**src/rtl/fetch_unit.sv**
```systemverilog
`default_nettype none
// ============================================================================
// Module      : fetch_unit
// Description : Instruction-fetch stage feeding the main decoder. Holds the
//               program counter and runs a req/ack handshake with instruction
//               memory. It latches the returned word and presents it to decode
//               until the datapath accepts it. It then advances the PC
//               sequentially or to a branch target, and counts retired
//               instructions.
// Revision    : 1.0 - initial release
// ----------------------------------------------------------------------------
// Ports:
//   clk, reset    rising-edge clock, asynchronous active-high reset
//   imemReq       fetch request (held until imemAck)
//   imemAddr      fetch address, always equal to pc
//   imemAck       imemRdata valid this cycle (sampled only while fetching)
//   imemRdata     instruction word from memory
//   instr, op     instruction register and its opcode field [6:0]
//   pc, pcPlus4   address of instr and pc + PC_STEP (link value)
//   instrValid    instr is valid and waiting for instrAccept
//   instrAccept   datapath consumes instr this cycle
//   pcSrc         redirect to pcTarget (sampled only on accept)
//   pcTarget      branch/jump target
//   fault         sticky misaligned-target flag
//   retired       accepted-instruction counter, wraps modulo 2^32
// ============================================================================
module fetch_unit #(
  parameter int              XLEN     = 32,
  parameter logic [XLEN-1:0] RESET_PC = '0,
  parameter int              PC_STEP  = 4
) (
  input  logic            clk,
  input  logic            reset,
  output logic            imemReq,
  output logic [XLEN-1:0] imemAddr,
  input  logic            imemAck,
  input  logic [XLEN-1:0] imemRdata,
  output logic [XLEN-1:0] instr,
  output logic [6:0]      op,
  output logic [XLEN-1:0] pc,
  output logic [XLEN-1:0] pcPlus4,
  output logic            instrValid,
  input  logic            instrAccept,
  input  logic            pcSrc,
  input  logic [XLEN-1:0] pcTarget,
  output logic            fault,
  output logic [31:0]     retired
);

  localparam logic [XLEN-1:0] c_STEP = XLEN'(PC_STEP);

  typedef enum logic [1:0] {
    IDLE  = 2'd0,
    FETCH = 2'd1,
    HOLD  = 2'd2,
    HALT  = 2'd3
  } state_t;

  state_t          state_q, state_d;
  logic [XLEN-1:0] pc_q, pc_d;
  logic [XLEN-1:0] instr_q, instr_d;
  logic [31:0]     retired_q, retired_d;
  logic            fault_q, fault_d;
  logic            req_q, req_d;
  logic            valid_q, valid_d;

  // imemReq and instrValid are registered alongside the state so that they
  // are glitch-free and drop the moment reset asserts.
  always_comb begin
    state_d   = state_q;
    pc_d      = pc_q;
    instr_d   = instr_q;
    retired_d = retired_q;
    fault_d   = fault_q;
    req_d     = req_q;
    valid_d   = valid_q;
    case (state_q)
      IDLE: begin
        state_d = FETCH;
        req_d   = 1'b1;
      end
      FETCH: begin
        if (imemAck) begin
          instr_d = imemRdata;
          req_d   = 1'b0;
          valid_d = 1'b1;
          state_d = HOLD;
        end
      end
      HOLD: begin
        if (instrAccept) begin
          retired_d = retired_q + 32'd1;
          valid_d   = 1'b0;
          if (!pcSrc) begin
            pc_d    = pc_q + c_STEP;
            req_d   = 1'b1;
            state_d = FETCH;
          end else if (pcTarget[1:0] == 2'b00) begin
            pc_d    = pcTarget;
            req_d   = 1'b1;
            state_d = FETCH;
          end else begin
            // Misaligned target: keep pc pointing at the offending
            // instruction and stop fetching until reset.
            fault_d = 1'b1;
            state_d = HALT;
          end
        end
      end
      HALT: begin
        req_d   = 1'b0;
        valid_d = 1'b0;
      end
      default: begin
        state_d = IDLE;
        req_d   = 1'b0;
        valid_d = 1'b0;
      end
    endcase
  end

  always_ff @(posedge clk or posedge reset) begin
    if (reset) begin
      state_q   <= IDLE;
      pc_q      <= RESET_PC;
      instr_q   <= '0;
      retired_q <= '0;
      fault_q   <= 1'b0;
      req_q     <= 1'b0;
      valid_q   <= 1'b0;
    end else begin
      state_q   <= state_d;
      pc_q      <= pc_d;
      instr_q   <= instr_d;
      retired_q <= retired_d;
      fault_q   <= fault_d;
      req_q     <= req_d;
      valid_q   <= valid_d;
    end
  end

  assign imemReq    = req_q;
  assign imemAddr   = pc_q;
  assign instr      = instr_q;
  assign op         = instr_q[6:0];
  assign pc         = pc_q;
  assign pcPlus4    = pc_q + c_STEP;
  assign instrValid = valid_q;
  assign fault      = fault_q;
  assign retired    = retired_q;

endmodule
`default_nettype wire

```
**config.mk**
```make
export PLATFORM = sky130hd
export DESIGN_NAME = fetch_unit
export DESIGN_NICKNAME = d
export VERILOG_FILES = /design/src/rtl/fetch_unit.sv
export SDC_FILE = /design/constraint.sdc
export NUM_CORES = 1
export LEC_CHECK = 0
export BUFFER_PORTS_ARGS = -buffer_cell sky130_fd_sc_hd__buf_2
export CAP_MARGIN = 20
export CORE_ASPECT_RATIO = 1.1
export CORE_UTILIZATION = 30
export CTS_CLUSTER_DIAMETER = 50
export DETAILED_ROUTE_END_ITERATION = 12
export GPL_TIMING_DRIVEN = 0
export PLACE_DENSITY = 0.52
export SLEW_MARGIN = 20
export SYNTH_ARGS = -nofsm -noshare
export SYNTH_HDL_FRONTEND = slang
export SYNTH_SLANG_ARGS = --single-unit
```
**constraint.sdc**
```tcl
create_clock -name clk -period 7.3 [get_ports clk]
set_clock_uncertainty 0.15 [all_clocks]
set_input_delay 0.73 -clock clk [delete_from_list [all_inputs] [get_ports clk]]
set_output_delay 0.73 -clock clk [all_outputs]
set_load 0.02 [all_outputs]
```
### Word-level counts from Yosys, hierarchy flattened

Index checks and enable logic that the tools add are counted.

| cells by class | value |
|---|---|
| add/subtract/negate cells | 2 |
| bitwise logic cells | 1 |
| multiplexer cells | 15 |
| reductions and logical operators | 11 |
| equality and inequality tests | 7 |

Operators with widths:

| operator | number |
|---|---|
| 2-to-1 mux 32 bit | 2 |
| adder 32 x 1 -> 32 bit (second input constant) | 1 |
| adder 32 x 3 -> 32 bit (second input constant) | 1 |
| AND reduction 3 bit | 4 |
| 2-to-1 mux 2 bit | 4 |
| 2-to-1 mux 1 bit | 6 |
| one-hot mux 2 bit (3 select lines) | 1 |
| nonzero test 3 bit | 2 |
| equality test 2 bit (second input constant) | 2 |
| zero test 2 bit | 2 |
| != test 2 bit (second input constant) | 2 |
| one-hot mux 1 bit (4 select lines) | 1 |
| AND reduction 2 bit | 2 |
| AND reduction 4 bit | 1 |
| != test 3 bit (second input constant) | 1 |
| one-hot mux 1 bit (3 select lines) | 1 |
| equality test 2 x 1 -> 1 bit (second input constant) | 1 |
| != test 2 x 1 -> 1 bit (second input constant) | 1 |
| inverter 1 bit | 1 |

| storage, ports and cells | value |
|---|---|
| output and inout bits | 170 |
| word-level logic and storage cells | 43 |
| bits of input ports | 69 |
| register bits after elaboration | 101 |

### Logic depth before layout (Yosys ltp)

| logic depth | value |
|---|---|
| depth in word-level cells | 5 |
| mapped depth | 9 |

### Worst setup path after synthesis

No wires, ideal clock.

| timing | value |
|---|---|
| path type | register to output |
| from | register pc_q[4], in the netlist imemAddr[4] |
| to | output port pcPlus4[21] |
| required time | 6,420 ps |
| data arrival time | 2,188 ps |
| stages on the path, launching flop included | 7 |
| path buffers | 2 |
| slack | 4,232 ps |
| cell sequence | dfrtp_1 -> buf_2 -> nand3_4 -> or4_4 -> buf_6 -> nor4_2 -> xor2_1 |

| on the way | value |
|---|---|
| cells in the longest elaborated chain, start to end | 1 |

Ends and longest elaborated chain:

| element | RTL line | source |
|---|---|---|
| start, declared | 60 | `logic [XLEN-1:0] pc_q, pc_d;` |
| start signal, assigned | 133 | `pc_q <= pc_d;` |
| adder 32 x 3 -> 32 bit | 147 | `assign pcPlus4 = pc_q + c_STEP;` |
| end, declared | 41 | `output logic [XLEN-1:0] pcPlus4,` |

Every way passes these cells.

### Worst setup path in the final report

Ends and elaborated chain as after synthesis.

==> impl_metrics.tcl <==
set metrics [dict create \
    status "complete, no violations" \
    pre_cts_ws_ns 4.04 \
    fin_ws_ns 3.73 \
    die_x_um 131 \
    rows 51 \
    area_growth_pct 33.4 \
    cts_tree "done" \
    peakVddDrop_uv 233 \
    cts_made_buffers 9 \
    leakage_uw 0.00356 \
    async_flop_share_pct 100 \
    wl_per_cell_um 15.5 \
    mostFrequentLayoutCells "buf_2, dfrtp_1, nand2_1" \
    fmax_mhz 280 \
    required_ns 6.42 \
    worstRegToRegCells 9 \
    ys_types 55 \
    cts_hold_buffers 0 \
    critPathLaunchType "flip-flop" \
    gp_congestion 0.771 \
    io_pins 239 \
    cpPeakStageDelay_ns 0.54 \
    ant_nets 0 \
    cts_setup_buffers 0 \
    grt_pass1_vias 4545 \
    synth_top_area_share_pct 46.1 \
    clkSlewWorstSetupHoldPaths_ns 0.08 \
    setup_violations 0 \
    synth_edf_count 0 \
    drt-total-wl_mm 16.0 \
    crit_fanout 9 \
    holdWs_ns 0.218 \
    dr_total_vias 4828 \
    synth_flop_cell "dfrtp_1" \
    synth_cells 535 \
    finalMaxSlewViolations 0 \
    r2r-end "imemAddr[30]" \
    die_h_um 144 \
    cts_sinks 101 \
    drc 0 \
    grt_setup_unrepaired "no" \
    core_sq_um 17800 \
    dpl-instance-area_sq_um 7010 \
    grt.total_usage_pct 17.2 \
    crit_top_cell "buf_2" \
    cts.path.max_buffers 2 \
    ctsResizeCount 0 \
    slowest_stage "or4_4" \
    hold_class "input pin to async pin" \
    synth_area_per_cell_sq_um 10.3 \
    portBuffers 238 \
    die-area_sq_um 18800 \
    place_hpwl_mm 12.1 \
    grt_pass1_wl_mm 24.5 \
    hold_viol 0 \
    r2r_start "state_q[0]" \
    clock_latency_ns 0.36 \
    firstDrtPassIters 4 \
    htree_levels 3 \
    cap_viol_max_count 0 \
    crit_type "flip-flop to output pin" \
    yosys_register_bits 101 \
    grt_antenna_before_repair 0 \
    fin_area_sq_um 7320 \
    finalSetupTns_ns 0 \
    worstSetupStartpoint "imemAddr[4]" \
    layout-drive-gt1-share_pct 44.7 \
    fillers 1823 \
    slew_headroom_pct 35.8 \
    final_common_cell "buf_2" \
    rrSetupSlack_ns 4.19 \
    final_nets 861 \
    worstPathCellList "buf_2, nand3_4, or4_4, buf_6, nor4_2, xor2_1, buf_2" \
    post-route-min-period_ns 3.57 \
    cts_root_buffer "clkbuf_16" \
    regArea_sq_um 2530 \
    crit_arrival_ns 2.69 \
    syn_nets 611 \
    end_kind "output pin" \
    worst_slew_pin_slew_ns 0.955 \
    post-route-period-util_pct 48.9 \
    grt_max_degree 64 \
    p_per_area_nw_per_um2 372 \
    synth_area_leader_cell "dfrtp_1" \
    ys_top_cells_by_area "dfrtp_1, mux2_2, xnor2_1" \
    start_util_pct 30.8 \
    via_per_inst 4.69 \
    drtIter0Drc 173 \
    p_total_uw 2720 \
    yosysWarnings 0 \
    overflow 0 \
    multiInputGateArea_sq_um 2480 \
    ys_seq_area_share_pct 46.1 \
    syn_area_sq_um 5490 \
]
-- cell families (layout without fill, tap and decap cells) --
logic type	Yosys count	in the layout	share of synthesized area, %
AO/OA/AOI/OAI	70	70	8.49
XOR/XNOR	59	59	9.42
adder cells (fa/ha/maj)	7	7	1.60
buffers and inverters	81	336	8.67
flip-flops	101	101	46.1
multiplexers	43	43	8.58
other	0	1	0
AND/OR/NAND/NOR	174	174	17.2
-- through the flow --
step | utilization [%] | instances
finish | 41.1 | 1029
global route | 41.1 | 1028
CTS | 41.1 | 1028
detailed placement | 39.4 | 1012
global placement | 39.2 | 1011
floorplan | - | 535
-- per-layer routing --
| metal | track usage [%] | routed length, um | vias to the layer above |
|---|---|---|---|
| met5 | 0 | 0 | - |
| met4 | 5.69 | 199 | 0 |
| met3 | 4.91 | 1290 | 12 |
| met2 | 27.0 | 7290 | 191 |
| met1 | 22.6 | 7200 | 2283 |
| li1 | - | - | 2342 |
-- synthesized netlist by cell type, types with 3 or more instances --
cell type	number
nor4_2	4
o22ai_1	3
clkbuf_1	14
nor4_1	5
nor3_2	4
a221o_1	5
mux2_2	32
and3_1	5
nand2_1	46
nand4_1	15
mux2i_1	11
nor3_1	8
xnor2_1	37
and4_1	4
xor2_1	22
nor2_1	43
buf_4	42
a21oi_1	10
nand3_1	23
dfrtp_1	101
inv_1	16
o21ai_0	22
ha_1	7
nor2b_1	3
buf_2	4
buf_1	3
a22oi_1	11
-- how the worst max path moves through the flow --
stage | depth (start not counted) | end
floorplan | 1 | fault
global placement | 2 | imemAddr[0]
detailed placement | 7 | imemAddr[30]
CTS | 7 | pcPlus4[21]
finish | 7 | pcPlus4[21]
global route | 7 | pcPlus4[21]
-- where the power goes --
group	leakage, uW	total (uW)	switching (uW)	internal [uW]
clock network	0.000144	514	243	271
registers	0.00122	894	170	724
logic	0.00219	1310	780	532
-- final cells by class --
type | count | area share, %
clock inverters | 7 | 1.13
multi-input cells | 353 | 33.9
plain buffers | 65 | 5.68
flip-flops and latches | 101 | 34.5
repair buffers | 239 | 16.7
inverters | 16 | 0.889
well taps | 238 | 4.07
diodes | 1 | 0.0342
clock buffers | 9 | 3.08
-- worst max-delay path, delay by kind of cell (launching register included) --
kind / cells / cell delay, ns
xor+xnor: 1 / 0.21
flops: 1 / 0.38
buf+inv: 3 / 0.57
simple gates: 3 / 1.17
-- registers in the layout, summed over array words and instances (netlist names) --
signal      flops
fault           1
imemAddr       32
imemReq         1
instr          32
instrValid      1
retired        32
state_q         2
Power figures use the tool's default switching activity.
